<file path="src/rtl/dmem_block_mover_if.sv">
`default_nettype none
// ============================================================================
//  Module      : dmem_block_mover_if
//  Description : Data-memory port bundle. The master drives address, write
//                data and write enable; the slave (the memory) returns
//                combinational read data for the presented address.
//  Ports       : mem_addr  [31:0]  byte address (word aligned)
//                mem_wdata [31:0]  write data
//                mem_we            write enable, one word per cycle
//                mem_rdata [31:0]  read data for mem_addr
//  Revision    : 1.0  initial release
// ============================================================================
interface dmem_block_mover_if;
    logic [31:0] mem_addr;
    logic [31:0] mem_wdata;
    logic        mem_we;
    logic [31:0] mem_rdata;

    modport master (
        output mem_addr,
        output mem_wdata,
        output mem_we,
        input  mem_rdata
    );

    modport slave (
        input  mem_addr,
        input  mem_wdata,
        input  mem_we,
        output mem_rdata
    );
endinterface
`default_nettype wire

</file>
<file path="src/rtl/dmem_block_mover.sv">
`default_nettype none
// ============================================================================
//  Module      : dmem_block_mover
//  Description : Data-memory bus initiator performing word block copy
//                (read source, write destination) or block fill (write a
//                constant), replacing the CPU on the data-memory port.
//  Ports       : clock, resetn       clock / synchronous active-low reset
//                i_start             request pulse, honoured in IDLE only
//                i_mode              0 = copy, 1 = fill
//                i_src_addr/dst_addr byte addresses, bits[1:0] dropped
//                i_len               word count (0 completes immediately)
//                i_fill_value        fill word
//                i_abort             cancel the running operation
//                mem                 data-memory port (master side)
//                o_busy/o_done       status / one-cycle completion pulse
//                o_words_done        words written by current/last operation
//  Revision    : 1.0  initial release
// ============================================================================
module dmem_block_mover #(
    parameter int LEN_W  = 6,
    parameter int RD_LAT = 1
) (
    input  wire                 clock,
    input  wire                 resetn,
    input  wire                 i_start,
    input  wire                 i_mode,
    input  wire  [31:0]         i_src_addr,
    input  wire  [31:0]         i_dst_addr,
    input  wire  [LEN_W-1:0]    i_len,
    input  wire  [31:0]         i_fill_value,
    input  wire                 i_abort,
    dmem_block_mover_if.master  mem,
    output logic                o_busy,
    output logic                o_done,
    output logic [LEN_W-1:0]    o_words_done
);

    typedef enum logic [1:0] {
        S_IDLE = 2'd0,
        S_RD   = 2'd1,
        S_WR   = 2'd2,
        S_DONE = 2'd3
    } state_t;

    localparam logic [1:0] c_WAIT_LAST = 2'(RD_LAT - 1);

    state_t            r_state;
    logic              r_mode;
    logic [31:0]       r_src;
    logic [31:0]       r_dst;
    logic [LEN_W-1:0]  r_rem;
    logic [LEN_W-1:0]  r_words;
    logic [1:0]        r_wait;
    logic [31:0]       r_addr;
    logic [31:0]       r_wdata;   // doubles as the copy buffer

    logic [31:0]       w_src_next;
    logic [31:0]       w_dst_next;
    logic [31:0]       w_src_al;
    logic [31:0]       w_dst_al;

    assign w_src_next = r_src + 32'd4;
    assign w_dst_next = r_dst + 32'd4;
    assign w_src_al   = i_src_addr & ~32'd3;
    assign w_dst_al   = i_dst_addr & ~32'd3;

    // mem_addr / mem_wdata are loaded on the transition into the state that
    // uses them, so they are stable for the whole RD/WR cycle and simply
    // hold their last value once the block returns to IDLE.
    always_ff @(posedge clock) begin
        if (!resetn) begin
            r_state <= S_IDLE;
            r_mode  <= 1'b0;
            r_src   <= '0;
            r_dst   <= '0;
            r_rem   <= '0;
            r_words <= '0;
            r_wait  <= '0;
            r_addr  <= '0;
            r_wdata <= '0;
        end else begin
            case (r_state)
                S_IDLE: begin
                    if (i_start) begin
                        r_mode  <= i_mode;
                        r_src   <= w_src_al;
                        r_dst   <= w_dst_al;
                        r_rem   <= i_len;
                        r_words <= '0;
                        r_wait  <= '0;
                        if (i_len == '0) begin
                            r_state <= S_DONE;
                        end else if (i_mode) begin
                            r_state <= S_WR;
                            r_addr  <= w_dst_al;
                            r_wdata <= i_fill_value;
                        end else begin
                            r_state <= S_RD;
                            r_addr  <= w_src_al;
                        end
                    end
                end

                S_RD: begin
                    if (i_abort) begin
                        r_state <= S_IDLE;
                    end else if (r_wait == c_WAIT_LAST) begin
                        r_wdata <= mem.mem_rdata;
                        r_addr  <= r_dst;
                        r_wait  <= '0;
                        r_state <= S_WR;
                    end else begin
                        r_wait <= r_wait + 2'd1;
                    end
                end

                S_WR: begin
                    // The write on the bus this cycle always lands, even
                    // under abort, so it is always counted.
                    r_words <= r_words + 1'b1;
                    r_rem   <= r_rem - 1'b1;
                    r_dst   <= w_dst_next;
                    if (!r_mode) begin
                        r_src <= w_src_next;
                    end
                    if (i_abort) begin
                        r_state <= S_IDLE;
                    end else if (r_rem == LEN_W'(1)) begin
                        r_state <= S_DONE;
                    end else if (r_mode) begin
                        r_addr <= w_dst_next;
                    end else begin
                        r_addr  <= w_src_next;
                        r_wait  <= '0;
                        r_state <= S_RD;
                    end
                end

                S_DONE: begin
                    r_state <= S_IDLE;
                end

                default: r_state <= S_IDLE;
            endcase
        end
    end

    assign mem.mem_addr  = r_addr;
    assign mem.mem_wdata = r_wdata;
    assign mem.mem_we    = (r_state == S_WR);
    assign o_busy        = (r_state != S_IDLE);
    assign o_done        = (r_state == S_DONE);
    assign o_words_done  = r_words;

endmodule
`default_nettype wire
</file>
<file path="src/flat_wrapper.sv">
// flat-port wrapper written by rule: the top's interface ports become plain ports
module dmem_block_mover_flat 
#(
    parameter int LEN_W  = 6,
    parameter int RD_LAT = 1
)
  (clock, resetn, i_start, i_mode, i_src_addr, i_dst_addr, i_len, i_fill_value, i_abort, o_busy, o_done, o_words_done, mem_mem_addr, mem_mem_wdata, mem_mem_we, mem_mem_rdata);
  dmem_block_mover_if mem_i ();
  input  wire clock;
  input  wire resetn;
  input  wire i_start;
  input  wire i_mode;
  input  wire  [31:0] i_src_addr;
  input  wire  [31:0] i_dst_addr;
  input  wire  [LEN_W-1:0] i_len;
  input  wire  [31:0] i_fill_value;
  input  wire i_abort;
  output logic o_busy;
  output logic o_done;
  output logic [LEN_W-1:0] o_words_done;
  output wire logic [$bits(mem_i.mem_addr)-1:0] mem_mem_addr;
  output wire logic [$bits(mem_i.mem_wdata)-1:0] mem_mem_wdata;
  output wire logic [$bits(mem_i.mem_we)-1:0] mem_mem_we;
  input wire logic [$bits(mem_i.mem_rdata)-1:0] mem_mem_rdata;
  assign mem_mem_addr = mem_i.mem_addr;
  assign mem_mem_wdata = mem_i.mem_wdata;
  assign mem_mem_we = mem_i.mem_we;
  assign mem_i.mem_rdata = mem_mem_rdata;
  dmem_block_mover #(.LEN_W(LEN_W), .RD_LAT(RD_LAT)) u_core (.clock(clock), .resetn(resetn), .i_start(i_start), .i_mode(i_mode), .i_src_addr(i_src_addr), .i_dst_addr(i_dst_addr), .i_len(i_len), .i_fill_value(i_fill_value), .i_abort(i_abort), .mem(mem_i), .o_busy(o_busy), .o_done(o_done), .o_words_done(o_words_done));
endmodule
</file>
<file path="config.mk">
export PLATFORM = sky130hd
export DESIGN_NAME = dmem_block_mover_flat
export DESIGN_NICKNAME = d
export VERILOG_FILES = /design/src/rtl/dmem_block_mover_if.sv /design/src/rtl/dmem_block_mover.sv /design/src/flat_wrapper.sv
export SDC_FILE = /design/constraint.sdc
export NUM_CORES = 1
export LEC_CHECK = 0
export CORE_MARGIN = 3
export CORE_UTILIZATION = 48
export CTS_BUF_LIST = sky130_fd_sc_hd__clkbuf_8
export DETAILED_ROUTE_END_ITERATION = 12
export HOLD_SLACK_MARGIN = 0.12
export PLACE_DENSITY_LB_ADDON = 0.3
export SLEW_MARGIN = 20
export SYNTH_ARGS = -nofsm -noshare
export SYNTH_HDL_FRONTEND = slang
export SYNTH_SLANG_ARGS = --single-unit
</file>
<file path="constraint.sdc">
create_clock -name clock -period 2.3 [get_ports clock]
set_clock_uncertainty 0.1 [all_clocks]
set_input_delay 0.69 -clock clock [delete_from_list [all_inputs] [get_ports clock]]
set_output_delay 0.69 -clock clock [all_outputs]
set_load 0.02 [all_outputs]
</file>
# Yosys cells after proc, flatten, opt, wreduce, memory -nomap -nowiden
# Index checks and enable logic that the tools add are counted.
# op_classes
n_reduce_logical	14
addsub	5
muxes	40
eq_ne	14
# ops
op	n
32-bit 2-to-1 mux	16
32-bit one-hot mux with 2 select lines	3
32-bit one-hot mux with 3 select lines	1
32-bit by 3-bit adder with 32-bit output, second input constant	2
2-bit 2-to-1 mux	14
6-bit one-hot mux with 2 select lines	2
2-bit inequality test, second input constant	7
6-bit 2-to-1 mux	2
6-bit AND reduction	2
2-bit one-hot mux with 4 select lines	1
7-bit AND reduction	1
6-bit by 1-bit adder with 6-bit output, second input constant	1
6-bit by 1-bit equality test with 1-bit output, second input constant	1
6-bit zero test	1
2-bit one-hot mux with 3 select lines	1
3-bit AND reduction	2
2-bit nonzero test	3
6-bit by 1-bit subtractor with 6-bit output, second input constant	1
2-bit equality test, second input constant	2
2-bit zero test	2
4-bit inequality test, second input constant	1
2-bit AND reduction	2
3-bit by 2-bit inequality test with 1-bit output, second input constant	1
3-bit nonzero test	1
3 further kinds	3
# word_totals
input_bits	139
register_bits	145
output_inout_bits	73
wordCells	82

# Logic depth before layout (Yosys ltp)
# logic_depth
word_depth	5
ltp_mapped	11
mapped_depth_nobuf	8

# Worst setup path after synthesis
# No wires, ideal clock.
# synth_timing
kind	flip-flop to flip-flop
start	reg u_core.r_state[0]
end	reg u_core.r_addr[14] (netlist: u_core.mem.mem_addr[14])
stages_incl_launch_ff	10
arrival_time_ns	2.359
setup_ns	0.122
setup_slack_ns	-0.280
path_buffers	2
synth_period_minus_slack_ns	2.580
cell_sequence	dfxtp_1 inv_1 ha_1 clkbuf_1 o21ai_0 o31ai_1 a2111oi_0 clkbuf_8 nand2_1 o311a_1
# synth_between
elab_chain_cells	3
word_cells_on_any_way	12
# synth_lines
element	line	text
from (decl)	dmem_block_mover.sv:47	state_t r_state;
from (signal assigned)	dmem_block_mover.sv:72	r_state <= S_IDLE;
from (signal assigned)	dmem_block_mover.sv:92	r_state <= S_DONE;
from (signal assigned)	dmem_block_mover.sv:94	r_state <= S_WR;
2-bit equality test *	n/a	
net mem_mem_we	flat_wrapper.sv:23	output wire logic [$bits(mem_i.mem_we)-1:0] mem_mem_we;
2-bit inequality test (no line) / 3-bit nonzero test (equally long branches)	n/a	
7-bit AND reduction (no line)	n/a	
to (signal assigned)	dmem_block_mover.sv:95	r_addr <= w_dst_al;
to (signal assigned)	dmem_block_mover.sv:99	r_addr <= w_src_al;
to (signal assigned)	dmem_block_mover.sv:109	r_addr <= r_dst;
to (decl)	dmem_block_mover.sv:54	logic [31:0] r_addr;
# The timed path passes the listed nets; every way through them passes the cells marked *.
# A chain may end at the register's enable or synchronous reset.

# Worst setup path in the final report
# layout_timing
start	reg u_core.r_src[3]
end	reg u_core.r_addr[22] (netlist: u_core.mem.mem_addr[22])
# layout_between
elab_chain_cells	5
# layout_lines
element	line	text
from (decl)	dmem_block_mover.sv:49	logic [31:0] r_src;
from (signal assigned)	dmem_block_mover.sv:86	r_src <= w_src_al;
from (signal assigned)	dmem_block_mover.sv:124	r_src <= w_src_next;
32-bit by 3-bit adder with 32-bit output	dmem_block_mover.sv:62	assign w_src_next = r_src + 32'd4;
32-bit 2-to-1 mux	dmem_block_mover.sv:130	end else if (r_mode) begin
32-bit 2-to-1 mux	dmem_block_mover.sv:128	end else if (r_rem == LEN_W'(1)) begin
32-bit 2-to-1 mux	dmem_block_mover.sv:126	if (i_abort) begin
32-bit one-hot mux with 3 select lines	dmem_block_mover.sv:82	case (r_state)
to (signal assigned)	dmem_block_mover.sv:95	
to (signal assigned)	dmem_block_mover.sv:131	r_addr <= w_dst_next;
to (signal assigned)	dmem_block_mover.sv:133	r_addr <= w_src_next;
# Every way passes these cells. The select of a mux whose other input is x is not followed.

==> impl_metrics.tcl <==
set metrics [dict create \
    status "finished, final reports clean" \
    wl_per_cell_um 19.0 \
    async_reset_ff_share_pct 0 \
    n_fill_cell 1516 \
    finalWirelength_mm 32.6 \
    cpPeakStageDelay_ns 0.65 \
    dp_slack_ns -0.602 \
    cts_tree "built" \
    syn-num-nets 1352 \
    hp-start "u_core.mem.mem_addr[27]" \
    drv_slew 0 \
    pin_count 212 \
    critPathMaxFanout 7 \
    place_congestion 0.953 \
    maxSlewHeadroom_pct 52.6 \
    antenna_found_initial 1 \
    grt_usage_pct 29.7 \
    start_util_pct 49.0 \
    cts-root-buf "clkbuf_8" \
    grt_pass1_vias 9428 \
    ys_seq_area_share_pct 30.3 \
    cts_buffer_depth 2 \
    synth_edf_count 0 \
    grt_max_degree 59 \
    cts_sinks 140 \
    setup_viol 0 \
    yosys-top-cells-count "dfxtp_1, nand2_1, nor2_1" \
    dieHeight_um 145 \
    max_freq_ghz 0.440 \
    synth.distinct_cells 78 \
    r2r_end "u_core.mem.mem_addr[22]" \
    dp_hpwl_mm 23.4 \
    worstHoldPathCells 2 \
    max_cap_violations 0 \
    cp_data_required_time_ns 2.59 \
    synth_top_area_share_pct 30.3 \
    first_pass_iters 8 \
    grt_pass1_wl_mm 49.3 \
    hold_class "register to register" \
    setup_slack_ns 0.0294 \
    rr_worst_depth 7 \
    drcViolationCount 0 \
    reg2reg_slack_ns 0.03 \
    avgSynthCellArea_sq_um 7.69 \
    worstPathArrival_ns 2.56 \
    drive_gt1_share_pct 16.9 \
    worstMarginPinSlew_ns 0.711 \
    fp.dieArea_sq_um 20900 \
    yosys.area.top_type "dfxtp_1" \
    reg2reg_from "u_core.r_src[3]" \
    syn_inst 1201 \
    end_kind "register" \
    place.port_buffers 207 \
    numCtsBuffers 17 \
    clkTransAtPathRegs_ns 0.09 \
    core_sq_um 18800 \
    overflow 0 \
    rsz0062_at_grt "yes" \
    die_w_um 145 \
    num_rows 50 \
    antennaDiodeCount 0 \
    worstSkewPairLatency_ns 0.45 \
    synth_area_sq_um 9240 \
    cp-start-kind "register" \
    htreeDepth 4 \
    area_delta_synth_final_pct 40.4 \
    p_leak_nw 4.98 \
    critPathMostFrequentCell "nor3_2" \
    ys_ff_latch 140 \
    period_minus_slack_ns 2.27 \
    post-synth-top-count-cell "dfxtp_1" \
    fin_nets 1598 \
    synth-main-ff-cell "dfxtp_1" \
    route.antenna.remaining_nets 0 \
    initialDrtViolationCount 1074 \
    finalCritPeriodShare_pct 98.7 \
    synth_area_leaders "dfxtp_1, a21oi_1, mux2i_1" \
    cpMaxStageDelayCell "or4_4" \
    routed_via_density 6.06 \
    yosys_warnings 0 \
    path_cells "ha_4, nand4_4, or4_4, nor3_2, nor3_2, a2111oi_1, o221a_1" \
    vias 10400 \
    hold_path_end "u_core.mem.mem_addr[27]" \
    powerDensity_nw_per_um2 1230 \
    path_class "register to register" \
    irDropWorstVdd_uv 775 \
    finalHoldViolCount 0 \
    finalSetupTns_ns 0 \
]
==> metrics by stage <==
stage / utilization (%) / hold slack (ns) / area (sq um) / total power [mW] / cells
finish: 68.9 / 0.357 / 13000 / 15.9 / 1719
global route: 68.9 / 0.381 / 13000 / 17.0 / 1719
CTS: 67.7 / 0.355 / 12800 / 15.7 / 1713
detailed placement: 65.2 / 0.344 / 12300 / 13.4 / 1682
global placement: 65.2 / 0.339 / 12300 / 13.2 / 1682
floorplan: - / 0.358 / 9280 / 9.73 / 1201
==> placed cells by master (no fill, tap or decap), types with 7 or more instances in the layout <==
cell | Yosys | final
a21oi_1 | 97 | 97
buf_12 | 0 | 14
a21o_1 | 11 | 11
o21ai_0 | 79 | 73
nor2b_1 | 32 | 32
dfxtp_2 | 0 | 7
xor2_1 | 16 | 14
a211o_1 | 9 | 9
o22ai_1 | 23 | 23
dlymetal6s2s_1 | 0 | 16
a211oi_1 | 57 | 56
o211ai_1 | 12 | 12
nor4_1 | 11 | 9
dfxtp_1 | 140 | 131
clkdlybuf4s50_1 | 0 | 185
and2_1 | 21 | 20
nor2_1 | 101 | 100
nand4_1 | 25 | 25
ha_1 | 12 | 9
clkbuf_8 | 8 | 21
o21a_1 | 9 | 9
buf_4 | 3 | 113
o31ai_1 | 12 | 12
and3_1 | 11 | 11
a32o_1 | 8 | 8
xnor2_1 | 17 | 16
mux2_2 | 13 | 13
nand3_1 | 29 | 28
nand2_1 | 112 | 111
a22oi_1 | 10 | 10
a31oi_1 | 13 | 13
nor3_1 | 38 | 33
inv_1 | 23 | 21
o21ai_1 | 10 | 11
mux2i_1 | 47 | 47
==> logic make-up (layout without fill, tap and decap cells) <==
logic type	count (synthesis)	in the layout	synth area share, %
compound gates	395	395	27.6
xor+xnor	33	33	3.13
fa+ha+maj	12	12	1.63
buf+inv	139	396	7.10
flops	140	140	30.3
mux	60	60	6.68
simple gates	422	423	23.5
==> power by group <==
group	total (mW)	internal (mW)	switching (mW)
sequential	4.13	3.36	0.775
combinational	9.64	4.27	5.37
clock	2.18	1.18	0.994
total	15.9	8.81	7.13
==> final cells by class <==
type / count / area (sq um) / area share [%]
clock buffers: 21 / 289 / 2.23
clock inverters: 10 / 138 / 1.06
inverters: 24 / 90.1 / 0.695
multi-input cells: 923 / 6000 / 46.2
flip-flops and latches: 140 / 2820 / 21.7
well taps: 260 / 325 / 2.51
repair buffers: 341 / 3310 / 25.5
==> registers in the layout, indices dropped and copies added (netlist names) <==
register and cells:
u_core.r_mode 1, u_core.r_wait 2, u_core.o_words_done 6, u_core.r_dst 30, u_core.mem.mem_wdata 32, u_core.mem.mem_addr 31, u_core.r_src 30, u_core.r_state 2
u_core.r_rem 6
==> worst max-delay path, delay by kind of cell, from the launching register on <==
family                   cells  cell delay [ns]
adder cells (fa/ha/maj)      1             0.14
AND/OR/NAND/NOR              4             1.03
flip-flops                   1             0.37
AO/OA/AOI/OAI                2             0.58
==> routing by layer <==
metal	up-vias	routed length [um]	track usage [%]
met5	-	13	0
met4	2	879	10.7
met1	4836	12900	39.1
met3	52	3860	8.87
met2	622	15000	46.5
li1	4909	-	-
==> repair_timing <==
item | 4_1_cts | 5_1_grt
hold buffers | 0 | 0
cloned | 0 | 3
setup endpoints to repair | 27 | 30
buffers inserted | 0 | 3
resized for setup | 22 | 52
pin swaps | 2 | 15
==> worst max path at each step <==
stage	from	slack [ns]	to
after global routing	u_core.r_src[3]	-0.03	u_core.r_src[26]
final	u_core.r_src[3]	0.03	u_core.mem.mem_addr[22]
after global placement	i_len[3]	-0.58	u_core.mem.mem_addr[14]
after floorplan	u_core.r_src[3]	0.02	u_core.mem.mem_addr[24]
after detailed placement	i_len[4]	-0.60	u_core.mem.mem_addr[14]
after CTS	u_core.r_src[5]	0.0005	u_core.mem.mem_addr[21]
(Power assumes the default switching activity.)
